$ cat config.mk
export PLATFORM = sky130hd
export DESIGN_NAME = load_store_unit
export DESIGN_NICKNAME = d
export VERILOG_FILES = /design/src/rtl/lsu_pkg.sv /design/src/rtl/lsu_lane_align.sv /design/src/rtl/load_store_unit.sv
export SDC_FILE = /design/constraint.sdc
export NUM_CORES = 1
export LEC_CHECK = 0
export CAP_MARGIN = 5
export CORE_ASPECT_RATIO = 1.5
export CORE_MARGIN = 2
export CORE_UTILIZATION = 47
export CTS_CLUSTER_SIZE = 30
export DETAILED_ROUTE_END_ITERATION = 10
export MAX_ROUTING_LAYER = met4
export PLACE_DENSITY = 0.95
export SLEW_MARGIN = 20
export SYNTH_ARGS = -nofsm -noshare
export SYNTH_HDL_FRONTEND = slang
export SYNTH_SLANG_ARGS = --single-unit
$ cat constraint.sdc
create_clock -name clk -period 2.7 [get_ports clk]
set_clock_uncertainty 0.1 [all_clocks]
set_input_delay 0.27 -clock clk [delete_from_list [all_inputs] [get_ports clk]]
set_output_delay 0.27 -clock clk [all_outputs]
set_load 0.03 [all_outputs]
$ cat src/rtl/lsu_pkg.sv
// Shared encodings for the load/store unit: access widths, FSM states and
// the alignment rule applied to every incoming request.
package lsu_pkg;

  // req_op[1:0] width encoding; any value with bit 1 set is a word access.
  localparam logic [1:0] W_BYTE = 2'b00;
  localparam logic [1:0] W_HALF = 2'b01;
  localparam logic [1:0] W_WORD = 2'b10;

  typedef enum logic [2:0] {
    S_IDLE,
    S_RD,
    S_EXT,
    S_WR,
    S_RMW
  } lsu_state_t;

  // Halfwords need an even byte address, words a multiple of four.
  function automatic logic is_misaligned(input logic [1:0] width, input logic [1:0] lane);
    logic bad;
    bad = 1'b0;
    if ((width & W_WORD) != 2'b00) bad = (lane != 2'b00);
    else if (width == W_HALF)      bad = lane[0];
    return bad;
  endfunction

endpackage

$ cat src/rtl/lsu_lane_align.sv
// Byte-lane steering: extracts and extends load data from a memory word and
// merges store data into a memory word for read-modify-write.
module lsu_lane_align
  import lsu_pkg::*;
(
  input  logic [31:0] rdata,
  input  logic [1:0]  lane,
  input  logic [2:0]  op,
  input  logic [31:0] wdata,
  output logic [31:0] load_data,
  output logic [31:0] store_data
);

  logic [7:0]  byte_sel;
  logic [15:0] half_sel;

  // Pick the addressed lane and extend it to a full word (op[2] = unsigned).
  always_comb begin
    case (lane)
      2'd0:    byte_sel = rdata[7:0];
      2'd1:    byte_sel = rdata[15:8];
      2'd2:    byte_sel = rdata[23:16];
      default: byte_sel = rdata[31:24];
    endcase
    half_sel = lane[1] ? rdata[31:16] : rdata[15:0];
    case (op[1:0])
      W_BYTE:  load_data = op[2] ? {24'b0, byte_sel} : {{24{byte_sel[7]}}, byte_sel};
      W_HALF:  load_data = op[2] ? {16'b0, half_sel} : {{16{half_sel[15]}}, half_sel};
      default: load_data = rdata;
    endcase
  end

  // Replace only the addressed lane of the old word with the new store data.
  always_comb begin
    store_data = rdata;
    case (op[1:0])
      W_BYTE: begin
        case (lane)
          2'd0:    store_data[7:0]   = wdata[7:0];
          2'd1:    store_data[15:8]  = wdata[7:0];
          2'd2:    store_data[23:16] = wdata[7:0];
          default: store_data[31:24] = wdata[7:0];
        endcase
      end
      W_HALF: begin
        if (lane[1]) store_data[31:16] = wdata[15:0];
        else         store_data[15:0]  = wdata[15:0];
      end
      default: store_data = wdata;
    endcase
  end

endmodule

$ cat src/rtl/load_store_unit.sv
// Load/store unit between execute and a single-port word-addressed data
// memory with registered read data and no byte enables. Sub-word stores are
// done as read-modify-write.
//
// Handshake: a request transfers on a rising edge where req_valid && req_ready;
// req_ready is high only in IDLE, and req_* are ignored at every other time.
// resp_valid is a single-cycle pulse with no backpressure; resp_misalign and
// resp_rdata are meaningful only while resp_valid is high.
module load_store_unit
  import lsu_pkg::*;
#(
  parameter int DATA_WIDTH = 32,
  parameter int ADDR_WIDTH = 10
) (
  input  logic                  clk,
  input  logic                  rst_n,
  input  logic                  req_valid,
  output logic                  req_ready,
  input  logic                  req_we,
  input  logic [2:0]            req_op,
  input  logic [31:0]           req_addr,
  input  logic [DATA_WIDTH-1:0] req_wdata,
  output logic                  resp_valid,
  output logic [DATA_WIDTH-1:0] resp_rdata,
  output logic                  resp_misalign,
  output logic [ADDR_WIDTH-1:0] mem_address,
  output logic [DATA_WIDTH-1:0] mem_in,
  output logic                  mem_we,
  input  logic [DATA_WIDTH-1:0] mem_out
);

  lsu_state_t            state;
  logic [ADDR_WIDTH-1:0] addr_q;
  logic [1:0]            lane_q;
  logic [2:0]            op_q;
  logic                  we_q;
  logic [DATA_WIDTH-1:0] wdata_q;
  logic [DATA_WIDTH-1:0] load_data;
  logic [DATA_WIDTH-1:0] merge_data;

  // Address bits above the memory size wrap and are deliberately dropped.
  logic unused_addr_bits;
  assign unused_addr_bits = ^req_addr[31:ADDR_WIDTH+2];

  lsu_lane_align u_align (
    .rdata      (mem_out),
    .lane       (lane_q),
    .op         (op_q),
    .wdata      (wdata_q),
    .load_data  (load_data),
    .store_data (merge_data)
  );

  // Memory port decode; mem_we depends only on the async-reset state register
  // so asserting reset drops the write enable immediately.
  assign req_ready   = (state == S_IDLE);
  assign mem_address = addr_q;
  assign mem_we      = (state == S_WR) || (state == S_RMW);
  assign mem_in      = (state == S_RMW) ? merge_data : wdata_q;

  // Request capture, sequencing and registered response generation.
  always_ff @(posedge clk or negedge rst_n) begin
    if (!rst_n) begin
      state         <= S_IDLE;
      addr_q        <= '0;
      lane_q        <= '0;
      op_q          <= '0;
      we_q          <= 1'b0;
      wdata_q       <= '0;
      resp_valid    <= 1'b0;
      resp_rdata    <= '0;
      resp_misalign <= 1'b0;
    end else begin
      resp_valid <= 1'b0;
      case (state)
        S_IDLE: begin
          if (req_valid) begin
            addr_q  <= req_addr[ADDR_WIDTH+1:2];
            lane_q  <= req_addr[1:0];
            op_q    <= req_op;
            we_q    <= req_we;
            wdata_q <= req_wdata;
            if (is_misaligned(req_op[1:0], req_addr[1:0])) begin
              resp_valid    <= 1'b1;
              resp_misalign <= 1'b1;
              resp_rdata    <= '0;
            end else if (req_we && req_op[1]) begin
              state <= S_WR;
            end else begin
              state <= S_RD;
            end
          end
        end
        S_RD: state <= we_q ? S_RMW : S_EXT;
        S_EXT: begin
          resp_valid    <= 1'b1;
          resp_misalign <= 1'b0;
          resp_rdata    <= load_data;
          state         <= S_IDLE;
        end
        S_WR, S_RMW: begin
          resp_valid    <= 1'b1;
          resp_misalign <= 1'b0;
          resp_rdata    <= '0;
          state         <= S_IDLE;
        end
        default: state <= S_IDLE;
      endcase
    end
  end

endmodule

==> metrics.md <==
| Metric | Value |
|---|---|
| Status | `completed` |
| Placed cell areas | `0.00628 mm^2` |
| Post-synth top cells | `sky130_fd_sc_hd__dfrtp_1, sky130_fd_sc_hd__mux2_1, sky130_fd_sc_hd__nand2_1` |
| Floorplan core area | `0.00958 mm^2` |
| Number of nets produced by synthesis | `between 500 and 600` |
| DRC viols | `0` |
| Remaining max-slew budget at the tightest pin | `52.9%` |
| Met2 usage in global routing | `46.1%` |
| Num Clock Sinks | `85` |
| Number of filler cells placed in the layout | `between 600 and 700` |
| Number of warnings issued by yosys | `0` |
| Number of clock buffers inserted by TritonCTS | `9` |
| Post-synthesis sequential area ratio | `46.5%` |
| Area share of the leading cell type in the synthesized netlist | `46.5%` |
| Measured slew at the worst slew-check pin | `0.706 ns` |
| Wire length of the first global-routing pass | `between 20 and 25 mm` |
| Die Wd | `84.6 um` |
| DRC marker count from the first detailed-route iteration | `341` |
| EDFF count, synth | `0` |
| Maximum clock frequency | `383 MHz` |
| Largest cells by area after synthesis | `sky130_fd_sc_hd__dfrtp_1, sky130_fd_sc_hd__mux2_1, sky130_fd_sc_hd__mux2i_1` |
| Final instance area | `0.00660 mm^2` |
| Maximum vdd ir drop | `572 uV` |
| Placed cell count | `roughly 670` |
| Crit path time final | `2.61 ns` |
| Routing usage on met3 | `4.84%` |
| Antenna-violating nets left | `0` |
| Ratio of cells with drive above 1 in the final layout | `14.5%` |
| Cell taking the most area after synthesis | `sky130_fd_sc_hd__dfrtp_1` |
| Number of global-route vias before repair | `4076` |
| Worst hold path type | `in2async` |
| Maximum number of pins on one net before global-route repair | `48` |
| Count of max-cap constraint violations | `0` |
| CP endpoint kind | `output pin` |
| Worst r2r dst | `resp_rdata[23]` |
| Worst reg-to-reg setup slack | `0.55 ns` |
| Most instantiated flip-flop cell in the synthesis netlist | `sky130_fd_sc_hd__dfrtp_1` |
| Total power | `0.00632 W` |
| CP Data Required Time | `2.33 ns` |
| Unrepaired setup endpoints after global routing | `false` |
| Setup bufs post-CTS | `0` |
| Final std cells w/o fill | `approximately 680` |
| Worst r2r src | `lane_q[1]` |
| Avg Inst Size Synth | `11.2 um^2` |
| Type of the worst setup path | `reg2out` |
| Setup TNS after final layout | `0 ns` |
| Global-route usage over all layers | `27.8%` |
| Syn Inst Count | `408` |
| Nets@finish | `665` |
| Worst EP arrival | `around 2.2 ns` |
| Gr ovfl total | `0` |
| Initial core utilization | `47.8%` |
| Placer Congestion | `0.945` |
| Overall routed net length | `14.2 mm` |
| Most common cell in the synthesized netlist | `sky130_fd_sc_hd__dfrtp_1` |
| I/O pins | `between 150 and 200` |
| Setup-violating endpoint count in the final report | `0` |
| Inserted Diodes | `0` |
| Standard-cell row count | `44` |
| Layout area overhead | `44.2%` |
| Wire length per cell after detailed routing | `20.9 um` |
| Number of levels in the clock H-tree | `3` |
| Most congested layer reported by global routing | `met2` |
| Quantity of I/O buffers inserted on ports | `160` |
| HPWL after DPL | `10.7 mm` |
| Largest buffer count on any clock path | `2` |
| TritonCTS clock tree | `built` |
| First-pass DRT Iterations | `7` |
| Via density | `5.99` |
| Reported leakage power | `~2.8 nW` |
| Die Height | `about 120 um` |
| Overall via count from detail_route | `4082` |
| Met1 track demand over resource | `31.3%` |
| Die area | `0.0106 mm^2` |
| Share of synthesized flip-flops with an asynchronous set or reset | `100%` |
| Netlist Area Pre-Place | `0.00458 mm^2` |
| Initial antenna violation count | `0` |
| Final period util | `between 90% and 100%` |
| Startpoint type of the worst setup path | `register` |
| Pins over their slew limit | `0` |
| CTS root buf | `sky130_fd_sc_hd__clkbuf_16` |
| Synth cell types | `45` |
| Reg2Reg Depth | `6` |
| CTS clk-pin slew, worst paths | `~0.06 ns` |
| Final hold violations | `0` |
| Final Hold Slack | `about 0.36 ns` |
| Synthesized flop and latch total | `85` |
| Maximum fanout count along the critical path | `32` |
| Clock latency at the later pin of the worst-skew pair | `0.34 ns` |
| Power density cells | `957 mW/mm^2` |
[how the worst max path moves through the flow]
stage,depth (start not counted),to,startpoint
after floorplan,6,lane_q[0],state[0]
after global placement,5,mem_in[5],op_q[0]
after detailed placement,5,mem_in[5],op_q[0]
after CTS,6,mem_in[15],state[0]
after global routing,6,mem_in[29],state[0]
final,6,mem_in[26],state[0]
[flip-flops by register name, indices dropped and copies added, names as in the netlist]
signal and cells:
resp_rdata 32, state 3, resp_valid 1, op_q 3, mem_address 10, resp_misalign 1, we_q 1, wdata_q 32
lane_q 2
[power by group]
group / internal [W] / switching [W]
clock network: 0.000739 / 0.000489
logic: 0.00137 / 0.00178
registers: 0.00165 / 0.000284
[worst max-delay path: stages (launching register included)]
cell and delay, ns:
sky130_fd_sc_hd__dfrtp_1 0.48, sky130_fd_sc_hd__nor3b_2 0.33, sky130_fd_sc_hd__buf_4 0.18, sky130_fd_sc_hd__nand2b_1 0.10, sky130_fd_sc_hd__buf_4 0.25, sky130_fd_sc_hd__o31ai_1 0.32, sky130_fd_sc_hd__buf_4 0.22
[timing repair]
action,4_1_cts,5_1_grt
gates resized for setup,7,5
hold endpoints to repair,38,0
endpoints found under the setup margin,7,4
hold buffers,1,0
[metal layers]
metal  vias up  wire (um)  part of all wire, %
li1       1834          -                    -
met1      1989       5310                   37
met2       213       7350                   52
met3        46        882                  6.2
met4         0        713                  5.0
met5         -          0                    0
[metrics by stage]
stage,setup WS (ns),util (%)
floorplan,0.382,-
global placement,0.321,65.6
detailed placement,0.286,65.6
CTS,0.0353,68.7
global route,0.00919,68.9
finish,0.0908,68.9
[placed cells by master, fill, tap and decap left out, drive strengths merged]
cell and count:
inv 5, dfrtp 85, dlygate4sd3 1, nand2b 19
nand4 1, nand2 41, clkinv 2, nor2 14
nor4 1, o2bb2ai 7, o2111a 1, o21ai 21
or3 2, nor2b 8, clkinvlp 1, bufinv 1
a2bb2oi 8, mux2 62, mux2i 18, mux4 1
and3 1, a21oi 5, nand3 1, and2 2
a221o 17, dlygate4sd2 7, a221oi 1, clkbuf 12
a32o 8, buf 41, o21a 1, a22oi 1
o22a 15, clkdlybuf4s50 127, nor3 3, o22ai 15
o31ai 8, nor3b 3
[final cells by class]
class	instances	area, um^2	share of cell area (%)
multi-input cells	285	2290	34.7
flip-flops and latches	85	2130	32.2
repair buffers	176	1730	26.1
clock buffers	12	246	3.73
well taps	115	144	2.18
clock inverters	4	47.5	0.720
inverters	5	18.8	0.284
[cell families (layout without fill, tap and decap cells)]
| logic type | Yosys count | in the layout | synth area share, % |
|---|---|---|---|
| mux | 81 | 81 | 19.7 |
| flops | 85 | 85 | 46.5 |
| simple gates | 96 | 96 | 10.7 |
| compound gates | 108 | 108 | 18.9 |
| buf+inv | 38 | 197 | 4.21 |
Power figures use the tool's default switching activity.
